$ cat src/rtl/rgb_matrix_scanner.sv
// Row-multiplexed driver for a 5x5 RGB LED matrix with inter-row blanking and 16-level brightness.
// Optional macro RGB_SCANNER_FRAME_LATCH_EN: tear-free 75-bit frame buffer loaded only at frame_start.
module rgb_matrix_scanner #(
    parameter int SLOT_CYCLES  = 64,
    parameter int BLANK_CYCLES = 8
) (
    input  logic        clk,
    input  logic        reset,
    input  logic [24:0] R,
    input  logic [24:0] G,
    input  logic [24:0] B,
    input  logic [3:0]  brightness,
    output logic [4:0]  row,
    output logic [4:0]  col_r_n,
    output logic [4:0]  col_g_n,
    output logic [4:0]  col_b_n,
    output logic        frame_start
);
    localparam int MAX_CYCLES = (SLOT_CYCLES > BLANK_CYCLES) ? SLOT_CYCLES : BLANK_CYCLES;
    localparam int CW = $clog2(MAX_CYCLES) + 1;
    localparam logic [CW-1:0] SLOT_LAST  = CW'(SLOT_CYCLES - 1);
    localparam logic [CW-1:0] BLANK_LAST = CW'(BLANK_CYCLES - 1);

    typedef enum logic {BLANK, ON} phase_t;

    phase_t        phase_reg, phase_next;
    logic [2:0]    row_idx_reg, row_idx_next;
    logic [CW-1:0] cnt_reg, cnt_next;
    logic [3:0]    slot_reg, slot_next;
    logic [3:0]    bright_reg, bright_next;
    logic          run_reg;
    logic [24:0]   buf_r_reg, buf_g_reg, buf_b_reg;
    logic          frame_start_int;

    logic [4:0] red_rows [5];
    logic [4:0] grn_rows [5];
    logic [4:0] blu_rows [5];
    logic [4:0] row_onehot;

    // run_reg holds the sequencer for one clock after reset so that the first
    // released cycle is the frame_start cycle of row 0.
    always_ff @(posedge clk) begin
        if (reset) begin
            phase_reg   <= BLANK;
            row_idx_reg <= 3'd0;
            cnt_reg     <= '0;
            slot_reg    <= 4'd0;
            bright_reg  <= 4'd0;
            run_reg     <= 1'b0;
        end else begin
            run_reg <= 1'b1;
            if (run_reg) begin
                phase_reg   <= phase_next;
                row_idx_reg <= row_idx_next;
                cnt_reg     <= cnt_next;
                slot_reg    <= slot_next;
                bright_reg  <= bright_next;
            end
        end
    end

    always_comb begin
        phase_next   = phase_reg;
        row_idx_next = row_idx_reg;
        cnt_next     = cnt_reg + CW'(1);
        slot_next    = slot_reg;
        bright_next  = bright_reg;
        case (phase_reg)
            BLANK: begin
                if (cnt_reg == BLANK_LAST) begin
                    phase_next  = ON;
                    cnt_next    = '0;
                    slot_next   = 4'd0;
                    bright_next = brightness;
                end
            end
            ON: begin
                if (cnt_reg == SLOT_LAST) begin
                    cnt_next = '0;
                    if (slot_reg == 4'd15) begin
                        phase_next   = BLANK;
                        row_idx_next = (row_idx_reg == 3'd4) ? 3'd0 : row_idx_reg + 3'd1;
                    end else begin
                        slot_next = slot_reg + 4'd1;
                    end
                end
            end
            default: ;
        endcase
    end

    assign frame_start_int = run_reg && (phase_reg == BLANK) && (row_idx_reg == 3'd0) && (cnt_reg == '0);

    always_ff @(posedge clk) begin
        if (reset) begin
            buf_r_reg <= '0;
            buf_g_reg <= '0;
            buf_b_reg <= '0;
        end
`ifdef RGB_SCANNER_FRAME_LATCH_EN
        else if (frame_start_int) begin
`else
        else begin
`endif
            buf_r_reg <= R;
            buf_g_reg <= G;
            buf_b_reg <= B;
        end
    end

    for (genvar gi = 0; gi < 5; gi++) begin : g_slice
        assign red_rows[gi]   = buf_r_reg[gi*5 +: 5];
        assign grn_rows[gi]   = buf_g_reg[gi*5 +: 5];
        assign blu_rows[gi]   = buf_b_reg[gi*5 +: 5];
        assign row_onehot[gi] = (row_idx_reg == 3'(gi));
    end

    // Row stays selected through dark slots; only the column sinks are gated.
    always_comb begin
        row         = 5'd0;
        col_r_n     = 5'h1F;
        col_g_n     = 5'h1F;
        col_b_n     = 5'h1F;
        frame_start = frame_start_int;
        if (phase_reg == ON) begin
            row = row_onehot;
            if (slot_reg < bright_reg) begin
                col_r_n = ~red_rows[row_idx_reg];
                col_g_n = ~grn_rows[row_idx_reg];
                col_b_n = ~blu_rows[row_idx_reg];
            end
        end
    end
endmodule

$ cat config.mk
export PLATFORM = sky130hd
export DESIGN_NAME = rgb_matrix_scanner
export DESIGN_NICKNAME = d
export VERILOG_FILES = /design/src/rtl/rgb_matrix_scanner.sv
export SDC_FILE = /design/constraint.sdc
export NUM_CORES = 1
export LEC_CHECK = 0
export BUFFER_PORTS_ARGS = -buffer_cell sky130_fd_sc_hd__clkbuf_2
export CAP_MARGIN = 20
export CORE_UTILIZATION = 40
export CTS_BUF_LIST = sky130_fd_sc_hd__clkbuf_4 sky130_fd_sc_hd__clkbuf_8
export CTS_CLUSTER_SIZE = 16
export DETAILED_ROUTE_END_ITERATION = 8
export GPL_TIMING_DRIVEN = 0
export PLACE_DENSITY = 0.72
export RECOVER_POWER = 25
export SKIP_LAST_GASP = 1
export SLEW_MARGIN = 20
export SYNTH_ARGS = -nofsm -noshare
export SYNTH_HDL_FRONTEND = slang
export SYNTH_SLANG_ARGS = --single-unit
$ cat constraint.sdc
create_clock -name clk -period 1.6 [get_ports clk]
set_input_delay 0.32 -clock clk [delete_from_list [all_inputs] [get_ports clk]]
set_output_delay 0.32 -clock clk [all_outputs]
set_load 0.02 [all_outputs]
After elaboration in Yosys (flattened, before gate mapping):

Index checks and enable logic that the tools add are counted.
W data, S select, Z words.

* register bits after elaboration: 95
* input port bits: 81
* output and inout bits: 21
* logic and storage cells: 66

* add/sub/neg operators: 3
* order comparisons: 2
* equality and inequality tests: 10
* muxes and demuxes: 29
* bitwise logic cells: 5
* reduce and logical (&&, ||, !) cells: 8

Operators by type and width (count)
* $mux W5: 13
* $bmux W5 S3: 3
* $not A5 Y5: 3
* $mux W7: 2
* $pmux W7 S2: 1
* $mux W4: 3
* $pmux W4 S2: 1
* $reduce_and A4 Y1: 2
* $add A7 B1 Y7 const B: 1
* $eq A7 B3 Y1 const B: 1
* $eq A7 B6 Y1 const B: 1
* $logic_not A7 Y1: 1
* $eq A3 B2 Y1 const B: 2
* $add A4 B1 Y4 const B: 1
* $eq A4 B4 Y1 const B: 1
* $ge A4 B4 Y1 const B: 1
* $lt A4 B4 Y1: 1
* $mux W1: 4
* $ne A2 B2 Y1 const B: 2
* $not A3 Y4: 1
* $add A3 B1 Y3 const B: 1
* $eq A3 B1 Y1 const B: 1
* $eq A3 B3 Y1 const B: 1
* $logic_and A1 B1 Y1: 3
* other kinds (6): 6

Longest topological paths before layout:

Gate-level depths: netlist of run 1.

* word-level depth: 7
* depth in mapped cells: 7
* depth with buffers taken out: 5

Least setup slack after synthesis of run 1:

No wires, ideal clock.

* kind: register to output
* start: register slot_reg[3]
* end: output port col_b_n[0]
* arrival: 1560 ps
* required time: 1280 ps
* slack: -280 ps
* stages on the path, launching flop included: 6
* buffers on the path: 1
* cell sequence: dfxtp_1 ha_1 a21oi_1 o21ai_0 clkbuf_1 or3_1

* word-level cells in the longest chain between the ends: 3

RTL lines
* from (decl): line 29 `logic [3:0] slot_reg, slot_next;`
* from (signal assigned): line 56 `slot_reg <= slot_next;`
* $lt A4 B4 Y1: line 127 `if (slot_reg < bright_reg) begin`
* $mux W5: line 127
* $mux W5: line 125 `if (phase_reg == ON) begin`
* to (decl): line 16 `output logic [4:0] col_b_n,`

Every way passes these cells.

Worst setup path after layout of run 1:

* start: register slot_reg[3]
* end: output port col_r_n[0]

* word-level cells in the longest chain between the ends: 3

RTL lines
* $lt A4 B4 Y1: line 127
* $mux W5: line 127
* $mux W5: line 125
* to (decl): line 14 `output logic [4:0] col_r_n,`

Every way passes these cells.

==> results of run 1 <==
[cells in the mapped netlist (3+ instances only)]
cell type / n / area share [%]
buf_2: 5 / 0.65
nand4_1: 4 / 0.65
inv_1: 12 / 1.2
a211o_1: 5 / 1.1
buf_4: 3 / 0.59
dfxtp_1: 95 / 50
nor2b_1: 77 / 13
mux4_2: 15 / 8.8
nor2_1: 27 / 2.7
and3_1: 4 / 0.65
nand2_1: 11 / 1.1
ha_1: 11 / 3.6
clkbuf_1: 14 / 1.4
nor4_1: 4 / 0.65
nand3_1: 6 / 0.79
mux2i_1: 5 / 1.3
and2_1: 4 / 0.65
xor2_1: 4 / 0.92
nor3_1: 3 / 0.39
or3_1: 16 / 2.6
a21oi_1: 22 / 2.9
[kinds of logic (layout without fill, tap and decap cells)]
logic type	after synthesis	after routing	share of synthesized area [%]
mux	20	20	10.1
fa+ha+maj	11	11	3.60
buf+inv	36	182	4.38
simple gates	165	165	25.1
compound gates	36	36	5.89
xor+xnor	5	5	1.15
flops	95	95	49.7
[routing by layer]
metal	part of all wire [%]	up-vias
met2	51	93
li1	-	1521
met1	42	1513
met4	2.5	0
met3	4.3	17
met5	0	-
[layout by cell type, fill, tap and decap left out, drive strengths merged, types with 6 or more instances in the layout]
master / netlist / final
clkbuf: 14 / 105
dfxtp: 95 / 95
nor2b: 77 / 77
buf: 10 / 58
nor2: 27 / 27
a21oi: 22 / 22
or3: 17 / 17
inv: 12 / 16
mux4: 15 / 15
nand2: 11 / 11
ha: 11 / 11
nand3: 6 / 6
[worst min-delay path by stage]
stage                    end          start  cells after the start
6_report       buf_b_reg[18]          B[18]                      2
2_1_floorplan        run_reg          reset                      1
3_5_place_dp   bright_reg[3]  bright_reg[3]                      2
5_1_grt        buf_b_reg[13]          B[13]                      2
4_1_cts        buf_b_reg[18]          B[18]                      2
3_3_place_gp   bright_reg[3]  bright_reg[3]                      2
[what timing repair did]
item,CTS,global route
hold endpoints to repair,0,0
pin swaps,18,18
cloned,2,0
endpoints found under the setup margin,30,35
gates resized for setup,86,76
buffers inserted,16,14
[power by group]
group          total [W]  internal (W)  switching, W
combinational   0.000304      0.000170      0.000134
sequential       0.00249       0.00246     0.0000327
clock            0.00155      0.000603      0.000946
total            0.00434       0.00323       0.00111
[metrics by stage]
stage	hold WS, ps	setup slack, ps	total power, W
after detailed placement	471	-494	0.00284
after floorplan	420	-111	0.00270
after global routing	137	-718	0.00449
after global placement	470	-508	0.00283
after CTS	144	-686	0.00433
final	140	-666	0.00434
[area by class of cell]
cell class | instances | area [sq um] | share of cell area [%]
clock buffer | 9 | 124 | 2.23
buffer | 22 | 184 | 3.31
multi-input combinational | 237 | 2040 | 36.7
clock inverter | 7 | 66.3 | 1.19
sequential | 95 | 1940 | 34.9
tap | 129 | 161 | 2.90
timing repair buffer | 132 | 993 | 17.9
inverter | 12 | 55.1 | 0.989
[worst max-delay path, stage by stage (launching register included)]
cell and delay [ps]:
dfxtp_4 370, ha_4 250, a21oi_4 140, o21ai_4 130, buf_8 160, or3_4 360
clkbuf_8 170
==> impl_metrics.ini, run 1 <==
[outcome]
outcome = complete, but fails checks
violations = negative setup slack

[place]
place_hpwl_um = 6510
place.gp.congestion = 0.818
placed_cells = 598
portBuffers = 101
place_area_sq_um = 4580

[cts]
h-tree-depth = 3
cts_buffer_depth = 2
numCtsBuffers = 9
cts_hold_buf = 0
clkTransAtPathRegs_ps = 100
clock_sinks = 95
cts-root-buf = clkbuf_8
clk_latency_ps = 380
cts_tree = done

[cells_and_area]
final_cells = 643
final_util_pct = 60.2
fillers = 753
nNetsFinal = 601
areaGrowthSynthToFinish_pct = 45.5
n_antenna_cell = 0
drive_above_1_share_pct = 48.1
final_area_sq_um = 5560

[route]
drt-total-wl_um = 10000
viasPerCell = 4.89
drtIter0Drc = 133
dr.pass1.iters = 4
routedWlPerCell_um = 15.6
vias = 3144
drtAntennaViolNets = 0
remaining_drc_errors = 0

[global_route]
grt.total_usage_pct = 19.8
grt_start_max_net_pins = 19
gr-usage-met2_pct = 34.3
grt_pass1_wl_um = 15000
use_met3_pct = 3.34
first_global_vias = 3054
busiest_layer = met2
grt_overflow = 0
antenna_found_initial = 0
met1_usage_pct = 24.3

[hold_path]
hold_class = primary input to register

[worst_setup_path]
start_kind = register
crit_type = register to output port
endpoint_kind = output port
cp-startpoint = slot_reg[3]
cp_data_required_time_ps = 1280
cp-endpoint = col_r_n[0]
regToRegSetupSlack_ps = 10
cp.arrival_ps = 1950
crit_path_max_fanout = 7
r2r-start = cnt_reg[0]
worstReg2RegEnd = bright_reg[2]
reg2reg_depth = 7

[floorplanning]
die-area_sq_um = 9950
initial_core_util_pct = 41.4
die_y_um = 99.8
pin_count = 102
die_w_um = 99.8
coreArea_sq_um = 9240
rows = 35

[timing]
fmax_mhz = 441
rsz0062_at_grt = true
hold_viol = 0
finalCritPeriodShare_pct = 142
final.setup.tns_ps = -11300
clock_skew_ps = 6.36
fin_ws_ps = -666
slew-limit-headroom_pct = 63.2
finalSetupViolCount = 21
finalMaxSlewViolations = 0
tightest_slew_ps = 551
min_period_ps = 2270

[pwr]
power_per_cell_area_nw_per_um2 = 781
ir_worst_vdd_v = 0.000468
power.leakage_nw = 2.32

[synth]
synth_area_sq_um = 3820
syn_inst = 368
synthFlopType = dfxtp_1
synth_seq_cells = 95
async_reset_ff_share_pct = 0
synth_edf_count = 0
synth_warnings = 0
synth_area_per_cell_sq_um = 10.4
synth-seq-area-share_pct = 49.7
synth_cell_types = 39
synth_nets = 460

[job]
max_cap_violations = 0
(Power assumes the default switching activity.)
==> run 2, diff against run 1 <==
--- a/config.mk
+++ b/config.mk
@@ -5,14 +5,17 @@
 export SDC_FILE = /design/constraint.sdc
 export NUM_CORES = 1
 export LEC_CHECK = 0
+export ABC_AREA = 1
 export BUFFER_PORTS_ARGS = -buffer_cell sky130_fd_sc_hd__clkbuf_2
 export CAP_MARGIN = 20
-export CORE_UTILIZATION = 40
+export CELL_PAD_IN_SITES_DETAIL_PLACEMENT = 2
+export CELL_PAD_IN_SITES_GLOBAL_PLACEMENT = 2
+export CORE_UTILIZATION = 27
 export CTS_BUF_LIST = sky130_fd_sc_hd__clkbuf_4 sky130_fd_sc_hd__clkbuf_8
 export CTS_CLUSTER_SIZE = 16
 export DETAILED_ROUTE_END_ITERATION = 8
 export GPL_TIMING_DRIVEN = 0
-export PLACE_DENSITY = 0.72
+export PLACE_DENSITY = 0.84
 export RECOVER_POWER = 25
 export SKIP_LAST_GASP = 1
 export SLEW_MARGIN = 20
==> run 2 against run 1 <==
Effect of this change: the run still ends with negative setup slack left; global-route usage up 5.0 points; synthesized cell count increased by 57%; cell count increased by 40%; sequential power is essentially flat; final area is 8.0% higher; clock-buffer cell count stayed put; clock skew increased by 5.5 ps; total power is 5.6% higher; largest power group unchanged; first-iteration DRC count is 2.3% higher; sequential share of layout area shrank 2.8 points; non-clock buffer count shrank 7; critical endpoint is now col_b_n[4].
==> impl_metrics.ini, run 2 <==
[outcome]
outcome = complete, but fails checks
violations = negative setup slack

[route]
drtAntennaViolNets = 0
dr.pass1.iters = 4
drt-total-wl_um = 19600
vias = 4312
remaining_drc_errors = 0
routedWlPerCell_um = 21.8
drtIter0Drc = 136
viasPerCell = 4.79

[floorplanning]
die_w_um = 125
die_y_um = 125
die-area_sq_um = 15500
coreArea_sq_um = 14600
pin_count = 102
initial_core_util_pct = 27.8
rows = 44

[synth]
synth_edf_count = 0
synth_top_area_cell = dfxtp_1
synth_seq_cells = 95
synthTopCellsByArea = dfxtp_1, nor2_1, inv_1
synth_adder_area_share_pct = 3.39
synthFlopType = dfxtp_1
syn_inst = 577
synth-seq-area-share_pct = 46.8
synth_cell_types = 29
yosysMostFrequentCell = nor2_1
synth_warnings = 0
synth_top_family_by_area = simple AND/OR/NAND/NOR gates
async_reset_ff_share_pct = 0
synth-compound-area-share_pct = 7.24
synth_top_cell_area_share_pct = 46.8
synthTopCellsByCount = nor2_1, inv_1, dfxtp_1
synth_simple_gate_area_share_pct = 28.9
synth_nets = 669
synth_area_per_cell_sq_um = 7.04
synth_area_sq_um = 4060
yosys.area_share.xor_xnor_pct = 0.216
synthMuxAreaShare_pct = 0

[worst_setup_path]
cp_data_required_time_ps = 1280
critical_path.max_stage_delay_ps = 400
endpoint_kind = output port
crit_type = register to output port
start_kind = register
cp.arrival_ps = 1980
critPathMostFrequentCell = nand2_1
crit_path_max_fanout = 10
path_cells = inv_6 > buf_4 > nor2_1 > o21ai_0 > nand2_1 > nand2_1 > nand3_4 > buf_8
cpMaxStageDelayCell = dfxtp_4

[timing]
finalCritPeriodShare_pct = 144
clock_skew_ps = 11.8
fin_ws_ps = -703
final.setup.tns_ps = -12010
finalSetupViolCount = 24
finalMaxSlewViolations = 0
fmax_mhz = 434
slew-limit-headroom_pct = 54.3
hold_viol = 0
min_period_ps = 2300
rsz0062_at_grt = true
tightest_slew_ps = 685

[place]
place_hpwl_um = 10700
dpl_worst_slack_ps = -465
place.gp.congestion = 0.777
portBuffers = 101
placed_cells = 862

[global_route]
grt_start_max_net_pins = 19
grt_overflow = 0
grt_pass1_wl_um = 29000
antenna_found_initial = 0
grt.total_usage_pct = 24.8
first_global_vias = 5036

[cells_and_area]
areaGrowthSynthToFinish_pct = 48.0
final_util_pct = 41.2
fillers = 1611
n_antenna_cell = 0
mostFrequentLayoutCells = nor2_1, inv_1, nand2_1, dfxtp_1, clkbuf_2
drive_above_1_share_pct = 33.8
final_common_cell = nor2_1
nNetsFinal = 803
final_cells = 900

[pwr]
power_w = 0.00459
power_per_cell_area_nw_per_um2 = 763
ir_worst_vdd_v = 0.000429
combPwrFrac_pct = 8.9
swShare_pct = 29.8
switching_power_w = 0.00137
p_seq_share_pct = 54.9
pwr-share-clk_pct = 36.2
p_int_w = 0.00322
power.leakage_nw = 2.90

[cts]
h-tree-depth = 3
clk_latency_ps = 400
cts_buffer_depth = 2
cts_hold_buf = 0
cts_tree = done
clkTransAtPathRegs_ps = 120
clock_sinks = 95
numCtsBuffers = 9
cts-root-buf = clkbuf_8

[job]
max_cap_violations = 0

[hold_path]
hold_class = primary input to register
-- run 2: cell types whose count changed after synthesis, moves of 10 or more --
| cell | delta |
|---|---|
| inv_1 | +96 |
| nor2_1 | +95 |
| nand2_1 | +83 |
| nor2b_1 | -77 |
| nand3_1 | +35 |
| o21ai_0 | +34 |
| or3_1 | -16 |
| mux4_2 | -15 |
| a21oi_1 | -10 |
-- run 2: repair_timing --
| item | 4_1_cts | 5_1_grt |
|---|---|---|
| buffers inserted | 13 | 8 |
| endpoints found under the hold margin | 0 | 0 |
| setup endpoints to repair | 24 | 35 |
| resized for setup | 128 | 59 |
| pin swaps | 6 | 7 |
| cloned | 3 | 0 |
-- run 2: final timing paths --
check | start | endpoint | slack [ps] | cells after the start
max | row_idx_reg[0] | col_b_n[4] | -700 | 8
min | G[0] | buf_g_reg[0] | 100 | 3
max reg2reg | slot_reg[1] | row_idx_reg[0] | -20 | 10
min reg2reg | bright_reg[0] | bright_reg[0] | 490 | 2
-- run 2: worst max-delay path: cells and delay by family, from the launching register on --
family | cells | cell delay (ps)
flip-flops | 1 | 400
AND/OR/NAND/NOR | 4 | 420
buffers and inverters | 3 | 420
AO/OA/AOI/OAI | 1 | 320
-- run 2: metrics by stage --
stage / instance area, sq um / hold slack, ps
final: 6010 / 99.5
after global routing: 6010 / 105
after CTS: 5810 / 110
after detailed placement: 4970 / 454
after global placement: 4970 / 446
after floorplan: 4230 / 427
-- run 2: kinds of logic (layout without fill, tap and decap cells) --
| family | Yosys count | count (layout) |
|---|---|---|
| compound gates | 55 | 55 |
| buf+inv | 140 | 279 |
| xor+xnor | 1 | 1 |
| fa+ha+maj | 11 | 11 |
| flops | 95 | 95 |
| simple gates | 275 | 275 |
-- run 2: final cells by class --
class,instances,area (sq um),area share (%)
Clock buffer,9,124,2.06
Tap cell,184,230,3.83
Inverter,116,458,7.62
Clock inverter,7,62.6,1.04
Timing Repair Buffer,123,937,15.6
Multi-Input combinational cell,342,2060,34.3
Buffer,24,211,3.52
Sequential cell,95,1930,32.1
-- run 2: layer usage --
layer | vias up | share of wire, % | track usage (%)
li1 | 2000 | - | -
met1 | 2132 | 39 | 27.1
met2 | 135 | 54 | 46.1
met3 | 45 | 3.2 | 4.47
met4 | 0 | 3.5 | 11.5
met5 | - | 0 | 0
-- run 2: power by group through the flow --
stage | Clock, W | Sequential [W] | Combinational (W)
final | 0.00166 | 0.00252 | 0.000410
after global routing | 0.00173 | 0.00252 | 0.000450
after CTS | 0.00158 | 0.00251 | 0.000371
after detailed placement | 0 | 0.00256 | 0.000356
after global placement | 0 | 0.00256 | 0.000333
after floorplan | 0 | 0.00255 | 0.000181
==> run 3, diff against run 2 <==
--- a/config.mk
+++ b/config.mk
@@ -5,19 +5,17 @@
 export SDC_FILE = /design/constraint.sdc
 export NUM_CORES = 1
 export LEC_CHECK = 0
-export ABC_AREA = 1
 export BUFFER_PORTS_ARGS = -buffer_cell sky130_fd_sc_hd__clkbuf_2
 export CAP_MARGIN = 20
 export CELL_PAD_IN_SITES_DETAIL_PLACEMENT = 2
 export CELL_PAD_IN_SITES_GLOBAL_PLACEMENT = 2
-export CORE_UTILIZATION = 27
+export CORE_UTILIZATION = 30
 export CTS_BUF_LIST = sky130_fd_sc_hd__clkbuf_4 sky130_fd_sc_hd__clkbuf_8
 export CTS_CLUSTER_SIZE = 16
 export DETAILED_ROUTE_END_ITERATION = 8
 export GPL_TIMING_DRIVEN = 0
-export PLACE_DENSITY = 0.84
+export PLACE_DENSITY = 0.83
 export RECOVER_POWER = 25
-export SKIP_LAST_GASP = 1
 export SLEW_MARGIN = 20
 export SYNTH_ARGS = -nofsm -noshare
 export SYNTH_HDL_FRONTEND = slang
==> run 3 against run 2 <==
Effect of this change: the flow still finishes with violations (negative setup slack); final area fell by 4.0%; combinational power decreased by 16%; flip-flop and latch count stayed put; clock-buffer cell count rose by 1; cell count down 24%; fmax decreased by 1.6%; non-clock buffer count rose by 6; largest cell class unchanged; worst setup slack lost 38 ps; utilization rose by 6.0 points; register-to-register slack got worse by 140 ps.
==> impl_metrics.ini, run 3 (synthesized netlist as in run 1, its figures left out) <==
[outcome]
outcome = complete, but fails checks
violations = negative setup slack

[timing]
rsz0062_at_grt = true
clock_skew_ps = 12.2
fmax_mhz = 427
fin_ws_ps = -741
slew-limit-headroom_pct = 53.3
finalMaxSlewViolations = 0
min_period_ps = 2340
final.setup.tns_ps = -13510
hold_viol = 0
finalCritPeriodShare_pct = 146
finalSetupViolCount = 34
tightest_slew_ps = 700

[worst_setup_path]
cp.arrival_ps = 2020
start_kind = register
path_cells = ha_4 > a21oi_4 > o21ai_4 > buf_8 > or3_4 > buf_8
worstReg2RegEnd = bright_reg[2]
endpoint_kind = output port
crit_type = register to output port
critical_path.max_stage_delay_ps = 400
reg2reg_depth = 8
cpMaxStageDelayCell = or3_4
crit_path_max_fanout = 6
regToRegSetupSlack_ps = -160
critPathMostFrequentCell = buf_8
cp_data_required_time_ps = 1280
critPathBufInv = 2
critPathTopFamily = simple AND/OR/NAND/NOR gates
r2r-start = cnt_reg[0]

[cells_and_area]
final_common_cell = clkbuf_2
mostFrequentLayoutCells = clkbuf_2, dfxtp_1, nor2b_1, buf_8, nor2_1
fillers = 1263
nNetsFinal = 600
areaGrowthSynthToFinish_pct = 50.9
n_antenna_cell = 0
final_area_sq_um = 5770
drive_above_1_share_pct = 50.6
final_util_pct = 47.2

[hold_path]
hold_class = primary input to register
min_to = buf_b_reg[16]
hp-start = B[16]
min_path_cells = 2

[global_route]
first_global_vias = 3682
grt_overflow = 0
grt_start_max_net_pins = 16
antenna_found_initial = 0
grt.total_usage_pct = 22.5
grt_pass1_wl_um = 21400

[floorplanning]
rows = 40
die_w_um = 115
coreArea_sq_um = 12200
die-area_sq_um = 13200
initial_core_util_pct = 31.3
pin_count = 102
die_y_um = 115

[cts]
clock_sinks = 95
cts_hold_buf = 0
cts_buffer_depth = 2
clk_latency_ps = 370
cts_tree = done
clkTransAtPathRegs_ps = 100
cts-root-buf = clkbuf_8
numCtsBuffers = 9
h-tree-depth = 3

[pwr]
power.leakage_nw = 2.38
power_per_cell_area_nw_per_um2 = 803
ir_worst_vdd_v = 0.000488
power_w = 0.00463

[place]
place_area_sq_um = 4630
place.gp.congestion = 0.757
portBuffers = 101
place_hpwl_um = 8970

[route]
viasPerCell = 4.82
routedWlPerCell_um = 22.7
vias = 3279
remaining_drc_errors = 0
drtIter0Drc = 81
drt-total-wl_um = 15400
drtAntennaViolNets = 0
dr.pass1.iters = 4

[job]
max_cap_violations = 0
==> run 3: changes by cell type in the layout (fill, tap and decap cells not counted), sizes merged, moves of 37 or more <==
| cell | change |
|---|---|
| nor2b | +77 |
| nor2 | -99 |
| nand2 | -85 |
| inv | -109 |
| nand3 | -37 |
| o21ai | -37 |
==> run 3: area by class of cell <==
cell class	count	area [sq um]	share of cell area [%]
flip-flops and latches	95	1940	33.6
well taps	168	210	3.64
repair buffers	131	1020	17.7
multi-input cells	237	2110	36.6
inverters	12	60.1	1.04
plain buffers	22	203	3.51
clock buffers	10	138	2.39
clock inverters	5	82.6	1.43
==> run 3: repair_timing <==
| action | in CTS | in global routing |
|---|---|---|
| pin swaps | 17 | 25 |
| setup endpoints to repair | 35 | 38 |
| endpoints found under the hold margin | 0 | 0 |
| resized for setup | 100 | 101 |
| buffers inserted | 17 | 12 |
| cloned | 2 | 1 |
==> run 3: per-stage QoR <==
stage	cells	hold WS, ps	worst slack, ps
after global placement	637	470	-544
after detailed placement	637	503	-666
after global routing	680	157	-780
after CTS	671	144	-721
final	680	161	-741
after floorplan	368	420	-111
==> run 3: worst max-delay path by stage <==
stage / slack (ps) / from / to / cells past startpoint
6_report: -740 / slot_reg[3] / col_g_n[3] / 6
5_1_grt: -780 / bright_reg[2] / col_g_n[3] / 7
4_1_cts: -720 / row_idx_reg[0] / col_b_n[2] / 6
3_5_place_dp: -670 / slot_reg[3] / col_r_n[0] / 6
3_3_place_gp: -540 / slot_reg[1] / col_r_n[0] / 6
2_1_floorplan: -110 / bright_reg[3] / col_b_n[0] / 6
==> run 3: report_power, final <==
part	total, W	internal (W)	leakage (nW)	switching, W
registers	0.00250	0.00246	0.797	0.0000417
clock network	0.00179	0.000918	0.112	0.000871
logic	0.000343	0.000175	1.47	0.000169
total	0.00463	0.00355	2.38	0.00108
==> run 3: metal layers <==
| metal | GRT usage, % | wire [um] | vias to the layer above |
|---|---|---|---|
| li1 | - | - | 1518 |
| met3 | 3.64 | 365 | 26 |
| met2 | 41.5 | 8560 | 84 |
| met1 | 25.7 | 6040 | 1651 |
| met4 | 9.52 | 448 | 0 |
| met5 | 0 | 0 | - |
